--- src/rtl/cpu_sequencer.sv ---
// ---------------------------------------------------------------------------
// cpu_sequencer
//   Multi-cycle control sequencer for a single-port CPU datapath.
//   It steps each instruction through FETCH -> DECODE -> EXEC -> (MEM) -> WB.
//   Instruction fetch and load/store share one req/ready memory port.
//   The sequencer keeps a retired-instruction counter and a stuck-memory
//   watchdog that halts the core with a sticky bus error.
//
//   Optional build macro:
//     HALT_ON_ILLEGAL_EN - undefined: an illegal opcode retires as a NOP.
//                          defined:   an illegal opcode halts the core in DECODE.
//
//   Parameters:
//     MAX_WAIT   number of cycles a request may wait for ready (0 = no watchdog)
//     CNT_W      width of instret
//     NOP_INSTR  value loaded into ir by reset
//
//   Ports:
//     clk           rising-edge clock
//     reset         synchronous, active-low reset
//     mem_rdata     memory read data, captured into ir when a fetch completes
//     mem_ready     memory accepts/completes the current request
//     dec_memtoreg  decoder MemtoReg (load or store)
//     dec_memwrite  decoder MemWrite (store)
//     dec_regwrite  decoder RegWrite
//     ir            latched instruction
//     mem_req       memory request
//     mem_we        memory write enable (store)
//     mem_dsel      address select: 0 = PC, 1 = ALU result
//     pc_we         PC update strobe
//     rf_we         register-file write strobe
//     state         current state (IDLE=0 FETCH=1 DECODE=2 EXEC=3 MEM=4 WB=5 HALT=7)
//     instret       retired-instruction count, wraps
//     bus_err       sticky watchdog error
//     halted        core stopped, cleared only by reset
// ---------------------------------------------------------------------------
module cpu_sequencer #(
   parameter int unsigned MAX_WAIT  = 16,
   parameter int unsigned CNT_W     = 32,
   parameter logic [31:0] NOP_INSTR = 32'h00000013
) (
   input  logic             clk,
   input  logic             reset,
   input  logic [31:0]      mem_rdata,
   input  logic             mem_ready,
   input  logic             dec_memtoreg,
   input  logic             dec_memwrite,
   input  logic             dec_regwrite,
   output logic [31:0]      ir,
   output logic             mem_req,
   output logic             mem_we,
   output logic             mem_dsel,
   output logic             pc_we,
   output logic             rf_we,
   output logic [2:0]       state,
   output logic [CNT_W-1:0] instret,
   output logic             bus_err,
   output logic             halted
);

   // Wait counter must be able to hold MAX_WAIT itself.
   localparam int unsigned WW = (MAX_WAIT > 1) ? $clog2(MAX_WAIT + 1) : 1;

   typedef enum logic [2:0] {
      S_IDLE   = 3'd0,
      S_FETCH  = 3'd1,
      S_DECODE = 3'd2,
      S_EXEC   = 3'd3,
      S_MEM    = 3'd4,
      S_WB     = 3'd5,
      S_HALT   = 3'd7
   } state_t;

   state_t           state_q;
   state_t           state_d;
   logic [31:0]      ir_q;
   logic [CNT_W-1:0] instret_q;
   logic             bus_err_q;
   logic             halted_q;
   logic [WW-1:0]    wait_q;

   logic             illegal;
   logic             wait_cyc;
   logic             done;
   logic             wd_trip;

   // Opcode legality check on the latched instruction.
   always_comb begin
      illegal = 1'b1;
      case (ir_q[6:0])
         7'b0110111, 7'b0010111, 7'b1101111,
         7'b1100111, 7'b1100011, 7'b0000011,
         7'b0100011, 7'b0010011, 7'b0110011: illegal = 1'b0;
         default:                            illegal = 1'b1;
      endcase
   end

   assign wait_cyc = mem_req & ~mem_ready;
   assign done     = mem_req &  mem_ready;

   // Trip on the wait cycle that would bring the counter up to MAX_WAIT.
   assign wd_trip  = (MAX_WAIT != 0) && wait_cyc && (wait_q == WW'(MAX_WAIT - 1));

   // ------------------------------------------------------------------------
   // State register
   // ------------------------------------------------------------------------
   always_ff @(posedge clk) begin
      if (!reset) begin
         state_q <= S_IDLE;
      end else begin
         state_q <= state_d;
      end
   end

   // ------------------------------------------------------------------------
   // Next-state logic
   // ------------------------------------------------------------------------
   always_comb begin
      state_d = state_q;
      case (state_q)
         S_IDLE: begin
            state_d = S_FETCH;
         end
         S_FETCH: begin
            if (done) begin
               state_d = S_DECODE;
            end else if (wd_trip) begin
               state_d = S_HALT;
            end
         end
         S_DECODE: begin
`ifdef HALT_ON_ILLEGAL_EN
            state_d = illegal ? S_HALT : S_EXEC;
`else
            state_d = S_EXEC;
`endif
         end
         S_EXEC: begin
            state_d = (dec_memtoreg & ~illegal) ? S_MEM : S_WB;
         end
         S_MEM: begin
            if (done) begin
               state_d = S_WB;
            end else if (wd_trip) begin
               state_d = S_HALT;
            end
         end
         S_WB: begin
            state_d = S_FETCH;
         end
         S_HALT: begin
            state_d = S_HALT;
         end
         default: begin
            // Unused encoding recovers through IDLE.
            state_d = S_IDLE;
         end
      endcase
   end

   // ------------------------------------------------------------------------
   // Moore output decode
   // ------------------------------------------------------------------------
   always_comb begin
      mem_req  = 1'b0;
      mem_we   = 1'b0;
      mem_dsel = 1'b0;
      pc_we    = 1'b0;
      rf_we    = 1'b0;
      case (state_q)
         S_FETCH: begin
            mem_req = 1'b1;
         end
         S_MEM: begin
            mem_req  = 1'b1;
            mem_dsel = 1'b1;
            mem_we   = dec_memwrite;
         end
         S_WB: begin
            pc_we = 1'b1;
            rf_we = dec_regwrite & ~illegal;
         end
         default: begin
         end
      endcase
   end

   // ------------------------------------------------------------------------
   // Instruction register, retire counter, watchdog and status flags
   // ------------------------------------------------------------------------
   always_ff @(posedge clk) begin
      if (!reset) begin
         ir_q      <= NOP_INSTR;
         instret_q <= '0;
         bus_err_q <= 1'b0;
         halted_q  <= 1'b0;
         wait_q    <= '0;
      end else begin
         if ((state_q == S_FETCH) && done) begin
            ir_q <= mem_rdata;
         end
         if (state_q == S_WB) begin
            instret_q <= instret_q + CNT_W'(1);
         end
         if (wd_trip) begin
            bus_err_q <= 1'b1;
         end
         if (state_d == S_HALT) begin
            halted_q <= 1'b1;
         end
         if (done) begin
            wait_q <= '0;
         end else if (wait_cyc && (MAX_WAIT != 0)) begin
            wait_q <= wait_q + WW'(1);
         end
      end
   end

   assign ir      = ir_q;
   assign state   = state_q;
   assign instret = instret_q;
   assign bus_err = bus_err_q;
   assign halted  = halted_q;

endmodule
--- config.mk ---
export PLATFORM = sky130hd
export DESIGN_NAME = cpu_sequencer
export DESIGN_NICKNAME = d
export VERILOG_FILES = /design/src/rtl/cpu_sequencer.sv
export SDC_FILE = /design/constraint.sdc
export NUM_CORES = 1
export LEC_CHECK = 0
export BUFFER_PORTS_ARGS = -buffer_cell sky130_fd_sc_hd__buf_2
export CELL_PAD_IN_SITES_DETAIL_PLACEMENT = 0
export CELL_PAD_IN_SITES_GLOBAL_PLACEMENT = 1
export CORE_UTILIZATION = 30
export CTS_BUF_LIST = sky130_fd_sc_hd__clkbuf_4
export CTS_CLUSTER_DIAMETER = 100
export CTS_CLUSTER_SIZE = 24
export DETAILED_ROUTE_END_ITERATION = 8
export HOLD_SLACK_MARGIN = 0.05
export PLACE_DENSITY_LB_ADDON = 0.1
export SETUP_SLACK_MARGIN = 0.3
export SLEW_MARGIN = 15
export SYNTH_ARGS = -nofsm -noshare
export SYNTH_HDL_FRONTEND = slang
export SYNTH_SLANG_ARGS = --single-unit
--- constraint.sdc ---
create_clock -name clk -period 3.4 [get_ports clk]
set_clock_uncertainty 0.1 [all_clocks]
set_input_delay 0.51 -clock clk [delete_from_list [all_inputs] [get_ports clk]]
set_output_delay 0.51 -clock clk [all_outputs]
set_load 0.02 [all_outputs]
==> impl_metrics.csv, run 1 <==
group,metric,value,unit
status,status,"finished clean",
power,clock_power_share,37.1,%
logic_synthesis,synthTopCellsByCount,"nand2_1, dfxtp_1, a21oi_1",
logic_synthesis,yosysSeqAreaShare,46.29,%
setup_path,slowest_stage,"a2111oi_0",
timing,slew_headroom,49.35,%
drt,vias,3066,
power,p_sw,0.0004980,W
timing,final.setup.tns,0,ns
logic_synthesis,synth-edff-count,0,
die,ios,112,
grt,met2_usage,24.01,%
logic_synthesis,synth_area,0.003201,mm2
setup_path,worst_path_largest_cell_delay,0.70,ns
power,max-vdd-ir-drop,0.1719,mV
logic_synthesis,yosys_warnings,0,
grt,antenna_found_initial,1,
power,p_int,0.001352,W
layout,multi_input_area,0.001565,mm2
layout,fin_nets,526,
logic_synthesis,synth.most_common_cell,"nand2_1",
logic_synthesis,ys_seq_elements,74,
setup_path,crit_required,2.79,ns
setup_path,critPathMaxFanout,4,
cts,post_cts_resized,0,
die,die_x,105.3,um
timing,rsz0062_at_grt,"no",
layout,final_area,0.004013,mm2
setup_path,crit_chain,"nand2b_1 -> a2111oi_0 -> and3_1 -> buf_2",
die,initial_core_util,31.00,%
grt,grt_pass1_vias,2855,
drt,drt.antenna.violating_nets,0,
timing,period_minus_slack,2.633,ns
logic_synthesis,synthTopCellsByArea,"dfxtp_1, nand2_1, a21oi_1",
drt,drt_iter0_markers,129,
timing,finalMaxSlewViolations,0,
cts,root_buffer,"clkbuf_4",
grt,grt_util_met1,20.76,%
logic_synthesis,yosys.area.top_type,"dfxtp_1",
timing,finalCritPeriodShare,77.44,%
cts,cts_tree,"yes",
cts,htreeDepth,3,
flow_run,cap_violations,0,
power,leakage,1.697,nW
power,power.density,461.0,mW/mm2
placed_design,gp_congestion,0.7447,
logic_synthesis,synth_flop_cell,"dfxtp_1",
layout,areaGrowthSynthToFinish,25.37,%
power,p_seq_share,50.6,%
setup_path,start_kind,"register",
cts,cts_max_path_buffers,2,
cts,clock_sink_count,74,
power,p_sw_share,26.92,%
layout,drive_gt1_share,27.61,%
setup_path,criticalPathCategory,"register to output port",
logic_synthesis,syn_nets,426,
logic_synthesis,yosysTopAreaCellShare,46.29,%
cts,cts_buffers,9,
logic_synthesis,syn_avg_cell_area,8.313,um2
placed_design,dpl_cell_area,0.003836,mm2
timing,setup_viol,0,
cts,post-cts-setup-buffer-count,0,
layout,seqCellArea,0.001481,mm2
timing,hold_viol_final,0,
power,p_comb_share,12.3,%
die,core_area,0.01032,mm2
drt,via_per_inst,4.898,
grt,grt_pass1_wl,14060,um
timing,clock.fmax,379.8,MHz
layout,nFillCells,1086,
logic_synthesis,synth_cell_types,41,
layout,final_util,38.87,%
drt,finalWirelength,8605,um
grt,grt_max_degree,41,
grt,busiest_layer,"met2",
setup_path,arrival,2.02,ns
timing,holdWs,0.1844,ns
cts,worstSkewPairLatency,0.43,ns
die,num_rows,37,
worst_hold_path,hold_path.class,"input pin to register",
power,total_power,0.001850,W
die,dieArea,0.01109,mm2
logic_synthesis,syn_inst,385,
drt,drc_errors,0,
drt,firstDrtPassIters,4,
setup_path,end_kind,"output port",
timing,worst_pin_slew,0.7406,ns
placed_design,port_buffers,111,
grt,grt_overflow,0,
placed_design,dpl.hpwl,5920,um
grt,grt_util_met3,4.329,%
logic_synthesis,async_flop_share,0,%
cts,clkTransAtPathRegs,0.12,ns
grt,grt_use_total,16.04,%
die,fp.dieH,105.3,um
cts,cts_hold_buf,0,
drt,wire_per_inst,13.75,um
-- cell families after synthesis --
| group | synth area share (%) |
|---|---|
| and+or+nand+nor | 28.30 |
| AOI/OAI and AO/OA | 15.79 |
| adders and majority gates | 1.173 |
| DFF | 46.29 |
| buffers and inverters | 4.887 |
| xor gates and xnor gates | 3.557 |
-- through the flow --
stage	worst slack [ns]	instances
after floorplan	1.167	385
after global placement	1.239	610
after detailed placement	1.193	610
after CTS	0.7298	625
after global routing	0.6152	626
final	0.7669	626
-- worst max-delay path: cells and delay by family (launching register included) --
family,cells,cell delay (ns)
compound gates,1,0.70
buf+inv,1,0.16
flops,1,0.36
simple gates,2,0.38
-- sequential cells by signal, indices dropped and copies added, names as in the netlist --
| signal | cells |
|---|---|
| state | 3 |
| halted | 1 |
| instret | 32 |
| bus_err | 1 |
| wait_q | 5 |
| ir | 32 |
-- power by group through the flow --
stage	logic (W)	registers (W)	clock network, W
2_1_floorplan	0.000121	0.000982	0
3_3_place_gp	0.000231	0.000956	0
3_5_place_dp	0.000230	0.000957	0
4_1_cts	0.000231	0.000938	0.000713
5_1_grt	0.000255	0.000944	0.000751
6_report	0.000227	0.000937	0.000686
-- placed cells by master (no fill, tap or decap), types with 2 or more instances in the layout --
cell / n
nor2b_1: 2
inv_2: 2
clkbuf_4: 9
nand4_1: 10
a21oi_1: 55
and3_1: 6
dfxtp_1: 74
ha_1: 3
nor4_1: 2
or4_1: 18
or3_1: 4
xnor2_1: 7
o21ai_0: 6
buf_4: 5
nand2b_1: 2
inv_1: 5
o31ai_1: 18
nand2_1: 78
nor3b_1: 4
bufinv_16: 3
buf_2: 111
nand3_1: 15
and4_1: 6
and2_1: 2
clkinv_1: 2
nor2_1: 18
xor2_1: 6
-- routing by layer --
metal / up-vias / part of all wire, %
met3: 16 / 5.6
met4: 0 / 2.5
met1: 1402 / 48
li1: 1570 / -
met5: - / 0
met2: 78 / 44
-- worst paths after layout --
| kind | from | slack, ns | end | cells after the start |
|---|---|---|---|---|
| worst max-delay path | ir[4] | 0.77 | rf_we | 4 |
| worst min-delay path | mem_rdata[4] | 0.18 | ir[4] | 3 |
| worst max register to register | instret[11] | 1.15 | instret[31] | 4 |
| worst min register to register | ir[23] | 0.36 | ir[23] | 2 |
-- cell type report --
type	instances	area share (%)
antenna	1	0.06236
clock buffer	9	1.684
clock inverter	6	2.650
inverter	7	0.6548
multi-input combinational	277	39.01
sequential	74	36.92
tap	136	4.241
timing repair buffer	116	14.78
Note: power is estimated with default switching activity, not from simulation.
==> run 2, diff against run 1 <==
Settings changed: ABC_AREA from default to 1.
Clock period 3.4 ns to 2.5 ns, I/O delays scaled along.
==> impl_metrics.csv, run 2 <==
group,metric,value,unit
placed_design,dp.cells,784,
flow_run,cap_violations,0,
placed_design,gp_congestion,0.7783,
grt,grt_max_degree,48,
layout,areaGrowthSynthToFinish,32.50,%
power,max-vdd-ir-drop,0.3998,mV
grt,grt_overflow,0,
drt,firstDrtPassIters,6,
setup_path,critPathMaxFanout,9,
power,p_sw,0.0007531,W
setup_path,start_kind,"register",
logic_synthesis,synthTopCellsByCount,"nand2_1, nor2_1, dfxtp_1",
placed_design,dpl.hpwl,7487,um
drt,finalWirelength,10510,um
layout,nFillCells,1282,
die,die_x,110.3,um
die,fp.dieH,110.3,um
logic_synthesis,yosysSeqAreaShare,42.11,%
timing,slew_headroom,61.61,%
grt,grt_use_total,18.36,%
drt,wire_per_inst,12.65,um
power,p_comb_share,17.7,%
drt,drt_iter0_markers,207,
layout,fin_nets,725,
power,p_seq_share,52.6,%
layout,layout_commonest_cell,"nand2_1",
power,clock_power_share,29.7,%
drt,drt.antenna.violating_nets,0,
timing,setup_viol,0,
layout,n_antenna_cell,0,
grt,grt_pass1_wl,17000,um
logic_synthesis,yosys.area.top_type,"dfxtp_1",
timing,clock.fmax,491.4,MHz
logic_synthesis,syn_avg_cell_area,6.503,um2
layout,mostFrequentLayoutCells,"nand2_1, nor2_1, buf_2",
power,p_int,0.001704,W
drt,drc_errors,0,
logic_synthesis,syn_nets,582,
logic_synthesis,syn_inst,541,
timing,finalMaxSlewViolations,0,
worst_hold_path,hold_path.class,"input pin to register",
logic_synthesis,synthTopCellsByArea,"dfxtp_1, nand2_1, nor2_1",
setup_path,criticalPathCategory,"register to output port",
setup_path,arrival,1.56,ns
status,status,"finished clean",
power,power.density,527.1,mW/mm2
die,ios,112,
cts,root_buffer,"clkbuf_4",
cts,cts_max_path_buffers,2,
layout,final_cells,831,
die,num_rows,39,
die,dieArea,0.01217,mm2
timing,rsz0062_at_grt,"no",
logic_synthesis,yosysTopAreaCellShare,42.11,%
grt,grt_pass1_vias,3611,
power,leakage,2.094,nW
power,p_sw_share,30.64,%
grt,antenna_found_initial,0,
logic_synthesis,synth.most_common_cell,"nand2_1",
timing,finalCritPeriodShare,81.39,%
logic_synthesis,async_flop_share,0,%
cts,clkTransAtPathRegs,0.13,ns
logic_synthesis,ys_seq_elements,74,
setup_path,crit_required,2.03,ns
timing,period_minus_slack,2.035,ns
logic_synthesis,synth-edff-count,0,
cts,cts_tree,"yes",
cts,clock_sink_count,74,
timing,hold_viol_final,0,
timing,final.setup.tns,0,ns
layout,drive_gt1_share,20.93,%
cts,cts_buffers,9,
die,initial_core_util,30.81,%
drt,via_per_inst,4.599,
cts,worstSkewPairLatency,0.44,ns
drt,vias,3822,
timing,worst_pin_slew,0.5750,ns
die,core_area,0.01142,mm2
logic_synthesis,synth_area,0.003518,mm2
cts,htreeDepth,3,
setup_path,end_kind,"output port",
placed_design,port_buffers,111,
logic_synthesis,yosys_warnings,0,
logic_synthesis,synth_cell_types,29,
logic_synthesis,synth_flop_cell,"dfxtp_1",
run 2: area by class of cell:
| type | count | area, um2 | area share [%] |
|---|---|---|---|
| clock buffer | 9 | 67.56 | 1.449 |
| clock inverter | 6 | 58.81 | 1.261 |
| inverter | 54 | 202.7 | 4.348 |
| multi-input combinational | 398 | 1769 | 37.95 |
| sequential | 74 | 1481 | 31.78 |
| tap | 143 | 178.9 | 3.838 |
| timing repair buffer | 147 | 903.4 | 19.38 |
run 2: final timing paths:
path            endpoint  depth (start not counted)  slack, ns    startpoint
max reg2reg  instret[18]                          8       0.73    instret[1]
max                pc_we                          4       0.47      state[0]
min                ir[6]                          3       0.12  mem_rdata[6]
min reg2reg       halted                          2       0.36        halted
run 2: power by group through the flow:
stage / logic (W) / registers, W / clock network, W
2_1_floorplan: 0.000175 / 0.00140 / 0
3_3_place_gp: 0.000398 / 0.00132 / 0
3_5_place_dp: 0.000399 / 0.00132 / 0
4_1_cts: 0.000438 / 0.00129 / 0.000771
5_1_grt: 0.000483 / 0.00130 / 0.000810
6_report: 0.000434 / 0.00129 / 0.000730
run 2: layer usage:
metal  global-route usage [%]  vias up  share of wire, %
li1                         -     2003                 -
met1                    20.87     1729                45
met2                    32.79       82                49
met3                    5.996        8               5.4
met4                    4.887        0               1.0
met5                        0        -                 0
run 2: cell families (layout without fill, tap and decap cells):
family	Yosys count	in the layout	share of synthesized area, %
AO/OA/AOI/OAI	79	79	11.77
XOR/XNOR	1	1	0.2490
adder cells (fa/ha/maj)	3	3	1.067
buffers and inverters	69	216	7.610
flip-flops	74	74	42.11
AND/OR/NAND/NOR	315	315	37.20
run 2: critical path: stages (launching register included):
cell and delay, ns:
dfxtp_1 0.49, nand3_4 0.11, inv_2 0.14, buf_4 0.20
buf_2 0.18
run 2: what timing repair did:
action,4_1_cts,5_1_grt
hold buffers,31,0
resized for setup,0,0
hold endpoints to repair,31,0
endpoints found under the setup margin,2,0
setup buffers,1,0
run 2: per-stage QoR:
step                utilization (%)  power, W  hold slack, ns  setup slack [ns]  instance area [um2]
floorplan                         -  0.001572          0.3506            0.5763                 3518
global placement              36.94  0.001713          0.3328            0.6975                 4218
detailed placement            36.94  0.001717          0.3341            0.6389                 4218
CTS                           40.83  0.002502         0.07805            0.3991                 4662
global route                  40.83  0.002597          0.1280            0.3046                 4662
finish                        40.83  0.002457          0.1233            0.4651                 4662
